File: src/rtl/ifu32_pkg.sv
// ============================================================================
// Module   : ifu32_pkg
// Brief    : Shared types and constants for the RV32 fetch stage.
// Revision : 1.0
// ============================================================================
`default_nettype none

package ifu32_pkg;

  typedef enum logic [2:0] {
    BOOT  = 3'd0,
    REQ   = 3'd1,
    WAIT  = 3'd2,
    DRAIN = 3'd3,
    HOLD  = 3'd4
  } state_e;

  localparam logic [31:0] NOP_INST         = 32'h0000_0013;
  localparam logic [31:0] DEFAULT_RESET_PC = 32'h8000_0000;

  localparam int OPC_LSB = 0;
  localparam int OPC_MSB = 6;
  localparam int F3_LSB  = 12;
  localparam int F3_MSB  = 14;
  localparam int F7_LSB  = 25;
  localparam int F7_MSB  = 31;

  function automatic logic [31:0] pc_align(input logic [31:0] pc);
    return pc & ~32'h0000_0003;
  endfunction

endpackage

`default_nettype wire

File: src/rtl/ifu32_fetch_split.sv
// ============================================================================
// Module   : inst_field_split
// Brief    : Splits a raw RV32 instruction into decoder-width opcode/funct3/funct7.
// Revision : 1.0
// ============================================================================
`default_nettype none

module inst_field_split
  import ifu32_pkg::*;
(
  input  logic [31:0] inst,
  output logic [6:0]  opcode,
  output logic [3:0]  funct3,
  output logic [7:0]  funct7
);

  // Register/immediate fields belong to later decode stages.
  logic w_unused_bits;

  assign opcode        = inst[OPC_MSB:OPC_LSB];
  assign funct3        = {1'b0, inst[F3_MSB:F3_LSB]};
  assign funct7        = {1'b0, inst[F7_MSB:F7_LSB]};
  assign w_unused_bits = ^{inst[24:15], inst[11:7]};

endmodule

`default_nettype wire

File: src/rtl/ifu32_fetch.sv
// ============================================================================
// Module   : ifu32_fetch
// Brief    : RV32 fetch stage, one outstanding read, redirect squash.
//            Optional misaligned-redirect trap: IFU32_MISALIGN_TRAP_EN.
// Revision : 1.0
// ============================================================================
`default_nettype none

module ifu32_fetch
  import ifu32_pkg::*;
#(
  parameter logic [31:0] RESET_PC = DEFAULT_RESET_PC,
  parameter int          XLEN     = 32
) (
  input  logic            clk,
  input  logic            rst_n,
  output logic            mem_req_valid,
  input  logic            mem_req_ready,
  output logic [XLEN-1:0] mem_req_addr,
  input  logic            mem_rsp_valid,
  input  logic [XLEN-1:0] mem_rsp_data,
  input  logic            redirect_valid,
  input  logic [XLEN-1:0] redirect_pc,
  output logic            out_valid,
  input  logic            out_ready,
  output logic [XLEN-1:0] out_pc,
  output logic [XLEN-1:0] out_inst,
  output logic [6:0]      out_opcode,
  output logic [3:0]      out_funct3,
  output logic [7:0]      out_funct7
`ifdef IFU32_MISALIGN_TRAP_EN
  ,
  output logic            out_misalign
`endif
);

  state_e          r_state;
  state_e          w_state_nxt;
  logic [XLEN-1:0] r_pc;
  logic [XLEN-1:0] w_pc_nxt;
  logic [XLEN-1:0] r_inst;
  logic [XLEN-1:0] w_inst_nxt;
  logic            r_mis;
  logic            w_mis_nxt;
  logic            w_redir_mis;
  logic [XLEN-1:0] w_redir_pc;

`ifdef IFU32_MISALIGN_TRAP_EN
  // Raw target is kept so the trapped instruction reports the exact PC.
  assign w_redir_mis = redirect_valid && (redirect_pc[1:0] != 2'b00);
  assign w_redir_pc  = redirect_pc;
`else
  assign w_redir_mis = 1'b0;
  assign w_redir_pc  = pc_align(redirect_pc);
`endif

  always_ff @(posedge clk or negedge rst_n) begin
    if (!rst_n) begin
      r_state <= BOOT;
      r_pc    <= RESET_PC;
      r_inst  <= '0;
      r_mis   <= 1'b0;
    end else begin
      r_state <= w_state_nxt;
      r_pc    <= w_pc_nxt;
      r_inst  <= w_inst_nxt;
      r_mis   <= w_mis_nxt;
    end
  end

  always_comb begin
    w_state_nxt = r_state;
    w_pc_nxt    = r_pc;
    w_inst_nxt  = r_inst;
    w_mis_nxt   = r_mis;

    if (redirect_valid && (r_state != BOOT)) begin
      w_pc_nxt  = w_redir_pc;
      w_mis_nxt = w_redir_mis;
    end

    case (r_state)
      BOOT: w_state_nxt = REQ;

      REQ: begin
        // An accepted request always owes a response, so a redirect must drain it.
        if (mem_req_ready)
          w_state_nxt = redirect_valid ? DRAIN : WAIT;
        else if (w_redir_mis)
          w_state_nxt = HOLD;
      end

      WAIT: begin
        if (redirect_valid) begin
          if (mem_rsp_valid)
            w_state_nxt = w_redir_mis ? HOLD : REQ;
          else
            w_state_nxt = DRAIN;
        end else if (mem_rsp_valid) begin
          w_inst_nxt  = mem_rsp_data;
          w_state_nxt = HOLD;
        end
      end

      DRAIN: begin
        if (mem_rsp_valid)
          w_state_nxt = w_mis_nxt ? HOLD : REQ;
      end

      HOLD: begin
        if (redirect_valid) begin
          w_state_nxt = w_redir_mis ? HOLD : REQ;
        end else if (out_ready) begin
          w_pc_nxt    = pc_align(r_pc + XLEN'(4));
          w_mis_nxt   = 1'b0;
          w_state_nxt = REQ;
        end
      end

      default: w_state_nxt = BOOT;
    endcase

    // A trapped redirect presents a NOP in place of a fetched word.
    if ((w_state_nxt == HOLD) && w_mis_nxt)
      w_inst_nxt = NOP_INST;
  end

  assign mem_req_valid = (r_state == REQ);
  assign mem_req_addr  = r_pc;
  assign out_valid     = (r_state == HOLD);
  assign out_pc        = r_pc;
  assign out_inst      = r_inst;

`ifdef IFU32_MISALIGN_TRAP_EN
  assign out_misalign  = r_mis && (r_state == HOLD);
`endif

  inst_field_split u_split (
    .inst   (r_inst),
    .opcode (out_opcode),
    .funct3 (out_funct3),
    .funct7 (out_funct7)
  );

endmodule

`default_nettype wire

File: config.mk
export PLATFORM = sky130hd
export DESIGN_NAME = ifu32_fetch
export DESIGN_NICKNAME = d
export VERILOG_FILES = /design/src/rtl/ifu32_pkg.sv /design/src/rtl/ifu32_fetch_split.sv /design/src/rtl/ifu32_fetch.sv
export SDC_FILE = /design/constraint.sdc
export NUM_CORES = 1
export LEC_CHECK = 0
export CORE_MARGIN = 2
export CORE_UTILIZATION = 60
export CTS_BUF_LIST = sky130_fd_sc_hd__clkbuf_4 sky130_fd_sc_hd__clkbuf_8 sky130_fd_sc_hd__clkbuf_16
export DETAILED_ROUTE_END_ITERATION = 8
export DONT_BUFFER_PORTS = 1
export PLACE_DENSITY = 0.76
export SLEW_MARGIN = 20
export SYNTH_ARGS = -nofsm -noshare
export SYNTH_HDL_FRONTEND = slang
export SYNTH_SLANG_ARGS = --single-unit
File: constraint.sdc
create_clock -name clk -period 2.7 [get_ports clk]
set_input_delay 0.54 -clock clk [delete_from_list [all_inputs] [get_ports clk]]
set_output_delay 0.54 -clock clk [all_outputs]
set_load 0.02 [all_outputs]
# Word-level counts from Yosys, hierarchy flattened
# Index checks and enable logic that the tools add are counted.
# op_classes
mux	22
n_addsub	1
eq_ne	6
reduce_logical	7
# ops
cell	count
$mux W32	8
$add A32 B3 Y32 const B	1
$mux W3	7
$pmux W3 S5	1
$eq A3 B2 Y1 const B	2
$eq A3 B3 Y1 const B	2
$mux W1	5
$reduce_bool A2 Y1	2
$eq A3 B1 Y1 const B	1
$logic_not A3 Y1	1
$reduce_and A3 Y1	1
$reduce_bool A3 Y1	1
$logic_and A1 B1 Y1	2
$mux W2	1
$ne A2 B1 Y1 const B	1
# word_totals
in_bits	70
out_inout_bits	117
word_cells	40
ff_bits	68

# Longest topological paths before layout
# Gate-level depths: netlist of run 1.
# logic_depth
depth_word	10
depth_mapped	8
mapped_depth_nobuf	6

# Cells and area by module
# Synthesis of run 1 repeated with hierarchy kept, for this count alone.
# unflattened
cells_unflattened	446
hier_area_um2	3860.0
# modules_own_cells
module	cells_each	n_inst	seq_area_each_um2	area_per_inst_um2
ifu32_fetch	426	1	1702.9	3713.6
inst_field_split	20	1	0.0	146.4

# Worst setup path before layout of run 1
# OpenSTA, ideal clock, no wires.
# synth_path
path_type	flip-flop to flip-flop
start	register r_pc[2] (netlist: mem_req_addr[2])
end	register r_pc[24] (netlist: mem_req_addr[24])
setup_time_ns	0.137
path_buffers	1
path_slack_ns	0.783
synth_period_minus_slack_ns	1.917
required_ns	2.563
arrival_time_ns	1.780
path_stages_with_launch	8
cell_sequence	dfrtp_1 -> ha_1 -> and3_1 -> clkbuf_1 -> nand4_1 -> or4_1 -> o21ai_0 -> a21oi_1
# synth_via
elab_chain_cells	4
# synth_rtl
element	line_no	rtl
from (decl)	ifu32_fetch.sv:39	logic [XLEN-1:0] r_pc;
from (signal assigned)	ifu32_fetch.sv:65	r_pc <= w_pc_nxt;
$add A32 B3 Y32	ifu32_fetch.sv:114	w_pc_nxt = pc_align(r_pc + XLEN'(4));
$mux W32	ifu32_fetch.sv:113	end else if (out_ready) begin
$mux W32	ifu32_fetch.sv:111	if (redirect_valid) begin
$mux W32	ifu32_fetch.sv:82	case (r_state)
net w_pc_nxt[24]	ifu32_fetch.sv:40	logic [XLEN-1:0] w_pc_nxt;
# The timed path passes the listed nets, and every way through them passes these cells.
# A chain may end at the register's enable or synchronous reset.

# Final worst setup path of run 1
# layout_path
start	register r_pc[3] (netlist: mem_req_addr[3])
end	register r_pc[24] (netlist: mem_req_addr[24])
# The elaborated chain is that of the path after synthesis.

==> impl_metrics.yaml, run 1 <==
clock_tree:
  clockBufferDepth: 2
  cts_sinks: 68
  clkLatencyLatePin_ns: 0.34
  htreeDepth: 3
  clk_pin_slew_ns: 0.08
  cts_inserted_buffers: 9
  clockRootBuffer: "clkbuf_8"
  cts_resized: 0
  post_cts_buffers: 0
  tritoncts: "built"
timing:
  max_freq_mhz: 431
  fin_crit_sh_pct: 86.0
  slew_headroom_pct: 33.1
  hold_viol_final: 0
  fin_skew_ns: 0.00953
  finalMaxSlewViolations: 0
  tns_ns: 0
  worstMarginPinSlew_ns: 1.00
  period_minus_slack_ns: 2.32
  rsz0062_at_grt: "no"
  finalSetupViolCount: 0
detailed_routing:
  dr.pass1.iters: 4
  drt-initial-drc-count: 91
  drc: 0
  via_count: 3125
  drt-total-wl_microns: 9200
  via_per_inst: 6.31
  ant_nets: 0
  wire_per_inst_microns: 18.6
setup_path:
  r2r_setup_slack_ns: 0.38
  crit_end: "mem_req_addr[24]"
  crit_chain: "ha_1 > and3_1 > nand2_1 > nor2_1 > a41oi_1 > a21oi_1"
  cp_max_fo: 9
  slowest_stage: "dfrtp_1"
  criticalPathCategory: "flip-flop to flip-flop"
  max_stage_delay_ns: 0.62
  crit_path_start_kind: "flip-flop"
  cp-end-kind: "flip-flop"
  worstSetupStartpoint: "mem_req_addr[3]"
  crit-reg2reg-capture: "mem_req_addr[24]"
  worstRegToRegCells: 6
  critPathArrivalTime_ns: 2.57
  worstReg2RegStart: "mem_req_addr[3]"
  cp.required_ns: 2.95
floorplanning:
  die-area_sq_um: 7090
  start_util_pct: 61.5
  io_pins: 187
  core_area_sq_um: 6280
  die_x_microns: 84.2
  die_h_microns: 84.2
  rows: 29
yosys:
  yosysWarnings: 0
  synth_top_family_by_area: "simple AND/OR/NAND/NOR gates"
  synth_seq_area_share_pct: 44.1
  async_reset_ff_share_pct: 100
  synth_top_cells_by_count: "nand2_1 (77), dfrtp_1 (67), buf_4 (51)"
  syn-instance-count: 448
  synth-xor-area-share_pct: 0.681
  synth.top_cell.area_share_pct: 43.5
  synthMuxAreaShare_pct: 0
  synth_edf_count: 0
  synthAdderAreaFrac_pct: 0.324
  synth_seq_cells: 68
  avgSynthCellArea_sq_um: 8.61
  synth_most_common_cell: "nand2_1"
  synth_compound_area_share_pct: 17.4
  ys.flop_type: "dfrtp_1"
  synth_cell_type_count: 53
  yosysTopAreaCell: "dfrtp_1"
  synth_simple_gate_area_share_pct: 23.4
  synth_area_leaders: "dfrtp_1 (43%), buf_4 (9.9%), nand2_1 (7.5%)"
  syn_area_sq_um: 3860
global_route:
  grt_util_all_layers_pct: 26.4
  globalRouteOverflowTotal: 0
  grt_pass1_vias: 3053
  grt_max_degree: 68
  antenna_found_initial: 0
  grt_pass1_wl_microns: 14900
placed_design:
  port_buffers: 0
  place.gp.congestion: 0.886
  hpwl_microns: 6410
finish:
  drive_gt1_share_pct: 15.8
  area_growth_pct: 2.85
  n_fill_cell: 543
  num_antenna_cells: 0
  nets: 484
hold_path:
  hold_path.class: "input pin to asynchronous set/reset pin"
power_and_ir_drop:
  finalPower_mw: 5.62
  p_leak_nw: 1.64
  ir_worst_vdd_mv: 0.882
  p_per_area_nw_per_um2: 1420
run:
  drv_cap: 0
run_status:
  status: "complete, no violations"
[kinds of logic after synthesis]
logic type      after synthesis
fa+ha+maj                     1
xor+xnor                      3
simple gates                182
buf+inv                      87
other cells                   1
flops                        68
compound gates              106
[registers in the layout, indices dropped and copies added, names as in the netlist]
name          count
r_state           3
r_mis             1
mem_req_addr     32
out_inst         32
[routing by layer]
metal	vias up	share of wire [%]	GRT usage, %	wire (microns)
met5	-	0	0	0
met4	0	1.6	11.1	148
met3	19	8.5	7.37	778
met2	164	51	43.7	4680
met1	1495	39	32.6	3600
li1	1447	-	-	-
[per-stage QoR]
step	hold WS [ns]	setup WS [ns]	util (%)	std cells	instance area [sq um]
final	0.0448	0.377	63.2	495	3970
after floorplan	0.244	0.783	-	449	3860
after global placement	0.246	0.543	59.0	478	3700
after detailed placement	0.246	0.463	59.0	478	3700
after global routing	0.0281	0.138	63.2	495	3970
after CTS	0.0238	0.429	63.2	495	3970
[timing repair]
item                                    CTS  global route
hold endpoints to repair                 67             0
hold buffers                              1             0
endpoints found under the setup margin    0             0
[layout by cell type (no fill, tap or decap), drive strengths merged, types with 6 or more instances in the layout]
| master | netlist | routed |
|---|---|---|
| nand2 | 77 | 77 |
| buf | 61 | 33 |
| a211oi | 11 | 11 |
| o21ai | 16 | 16 |
| o22ai | 10 | 10 |
| nor2 | 33 | 33 |
| and2 | 6 | 6 |
| dfrtp | 67 | 67 |
| nor3 | 15 | 15 |
| nor4 | 6 | 6 |
| clkbuf | 19 | 11 |
| inv | 7 | 7 |
| nand3 | 10 | 10 |
| and3 | 6 | 6 |
| a21oi | 50 | 50 |
| nand4 | 8 | 8 |
[where the power goes]
group / internal, mW / switching [mW] / total, mW
Sequential: 1.48 / 1.04 / 2.52
Clock: 0.632 / 0.380 / 1.01
Combinational: 0.711 / 1.38 / 2.09
[how the worst min path moves through the flow]
stage / to / startpoint / depth (start not counted) / slack [ns]
after floorplan: mem_req_addr[0] / rst_n / 0 / 0.24
after global placement: mem_req_addr[27] / rst_n / 0 / 0.25
after detailed placement: mem_req_addr[27] / rst_n / 0 / 0.25
after CTS: mem_req_addr[31] / rst_n / 0 / 0.02
after global routing: mem_req_addr[31] / rst_n / 0 / 0.03
final: mem_req_addr[31] / rst_n / 0 / 0.04
[cell type report]
class                           count  area [sq um]  area share, %
Clock buffer                       11           139           3.50
Clock inverter                      5           100           2.52
Inverter                            7          26.3          0.662
Multi-Input combinational cell    294          1640           41.2
Sequential cell                    68          1700           42.9
Tap cell                           77          96.3           2.43
Timing Repair Buffer               33           268           6.75
[critical path: cells and delay by family, from the launching register on]
family	cells	cell delay, ns
AOI/OAI and AO/OA	2	0.39
adders and majority gates	1	0.27
DFF	1	0.62
and+or+nand+nor	3	0.96
No activity file was read; power rests on OpenSTA's default activity.
==> run 2, diff against run 1 <==
--- a/config.mk
+++ b/config.mk
@@ -5,6 +5,7 @@
 export SDC_FILE = /design/constraint.sdc
 export NUM_CORES = 1
 export LEC_CHECK = 0
+export CAP_MARGIN = 30
 export CORE_MARGIN = 2
 export CORE_UTILIZATION = 60
 export CTS_BUF_LIST = sky130_fd_sc_hd__clkbuf_4 sky130_fd_sc_hd__clkbuf_8 sky130_fd_sc_hd__clkbuf_16
==> impl_metrics.yaml, run 2 (synthesis gave the netlist of run 1 again) <==
finish:
  nets: 485
  num_antenna_cells: 0
  n_fill_cell: 540
  drive_gt1_share_pct: 16.0
  layout_commonest_cell: "nand2_1"
  final_cell_mix: "nand2_1 (77), dfrtp_1 (67), a21oi_1 (50)"
  area_growth_pct: 3.24
detailed_routing:
  dr.pass1.iters: 4
  drt-initial-drc-count: 107
  drt-total-wl_microns: 9230
  via_per_inst: 6.27
  ant_nets: 0
  drc: 0
  wire_per_inst_microns: 18.6
  via_count: 3112
global_route:
  grt_util_all_layers_pct: 26.4
  grt_max_degree: 68
  grt_pass1_wl_microns: 14900
  globalRouteOverflowTotal: 0
  antenna_found_initial: 0
  grt_pass1_vias: 3053
power_and_ir_drop:
  finalPower_mw: 5.63
  seqPwrFrac_pct: 44.8
  p_sw_mw: 2.80
  p_per_area_nw_per_um2: 1410
  p_leak_nw: 1.64
  ir_worst_vdd_mv: 0.883
  pwr-share-clk_pct: 18.0
  p_sw_share_pct: 49.8
  pwr-share-comb_pct: 37.2
  intPower_mw: 2.83
setup_path:
  criticalPathCategory: "flip-flop to flip-flop"
  cp.required_ns: 2.95
  cp-end-kind: "flip-flop"
  cp_max_fo: 9
  crit_path_start_kind: "flip-flop"
  worstRegToRegCells: 6
  critPathArrivalTime_ns: 2.58
clock_tree:
  clockBufferDepth: 2
  clockRootBuffer: "clkbuf_8"
  cts_inserted_buffers: 9
  tritoncts: "built"
  clkLatencyLatePin_ns: 0.34
  clk_pin_slew_ns: 0.08
  post_cts_buffers: 0
  htreeDepth: 3
  cts_sinks: 68
timing:
  fin_crit_sh_pct: 86.2
  finalSetupViolCount: 0
  finalMaxSlewViolations: 0
  max_freq_mhz: 430
  rsz0062_at_grt: "no"
  hold_viol_final: 0
  tns_ns: 0
  period_minus_slack_ns: 2.33
  slew_headroom_pct: 53.8
  worstMarginPinSlew_ns: 0.692
  fin_skew_ns: 0.0105
hold_path:
  hold_path.class: "input pin to asynchronous set/reset pin"
run:
  drv_cap: 0
floorplanning:
  die-area_sq_um: 7090
  core_area_sq_um: 6280
  start_util_pct: 61.5
  rows: 29
  io_pins: 187
  die_h_microns: 84.2
  die_x_microns: 84.2
run_status:
  status: "complete, no violations"
placed_design:
  hpwl_microns: 6410
  place.gp.congestion: 0.886
  port_buffers: 0
-- run 2: changes by cell type in the layout (fill, tap and decap cells not counted), sizes merged --
cell and change:
buf +1
-- run 2: per-layer routing --
metal  GRT usage, %  wire length [microns]  up-vias  part of all wire, %
met2           43.7                   4700      148                   51
met4           11.1                    123        0                  1.3
li1               -                      -     1448                    -
met1           32.6                   3680     1499                   40
met3           7.37                    730       17                  7.9
met5              0                      0        -                    0
-- run 2: cell type report --
| class | instances | area (sq um) | share of cell area [%] |
|---|---|---|---|
| clock inverters | 5 | 100 | 2.51 |
| repair buffers | 34 | 283 | 7.10 |
| inverters | 7 | 26.3 | 0.660 |
| flip-flops and latches | 68 | 1700 | 42.7 |
| well taps | 77 | 96.3 | 2.42 |
| multi-input cells | 294 | 1640 | 41.1 |
| clock buffers | 11 | 139 | 3.49 |
-- run 2: what timing repair did --
action / in CTS / in global routing
hold buffers: 1 / 0
endpoints found under the hold margin: 67 / 0
resized for setup: 0 / 0
-- run 2: worst paths after layout --
| check | start | to | slack, ns |
|---|---|---|---|
| max in group asynchronous | rst_n | r_mis | 2.32 |
| min | rst_n | mem_req_addr[31] | 0.05 |
| max | mem_req_addr[3] | mem_req_addr[24] | 0.37 |
| min reg2reg | r_mis | r_mis | 0.55 |
| max reg2reg | mem_req_addr[3] | mem_req_addr[24] | 0.37 |
| min in group clk | redirect_valid | r_state[2] | 0.26 |
-- run 2: metrics by stage --
stage / utilization (%) / instances / cell area [sq um] / setup WS (ns) / hold WS [ns]
final: 63.5 / 496 / 3980 / 0.374 / 0.0463
after floorplan: - / 449 / 3860 / 0.783 / 0.244
after detailed placement: 59.0 / 478 / 3700 / 0.463 / 0.246
after global routing: 63.5 / 496 / 3980 / 0.138 / 0.0281
after CTS: 63.2 / 495 / 3970 / 0.429 / 0.0238
after global placement: 59.0 / 478 / 3700 / 0.543 / 0.246
-- run 2: worst max-delay path, stage by stage, from the launching register on --
cell and delay [ns]:
dfrtp_1 0.62, ha_1 0.27, and3_1 0.27, nand2_1 0.33, nor2_1 0.36, a41oi_1 0.19
a21oi_1 0.19
-- run 2: power by group through the flow --
| stage | Clock, mW | Combinational [mW] | Sequential [mW] |
|---|---|---|---|
| finish | 1.01 | 2.10 | 2.52 |
| global route | 1.07 | 2.31 | 2.60 |
| CTS | 1.03 | 2.09 | 2.53 |
| detailed placement | 0 | 2.06 | 2.55 |
| global placement | 0 | 2.01 | 2.52 |
| floorplan | 0 | 1.94 | 2.49 |
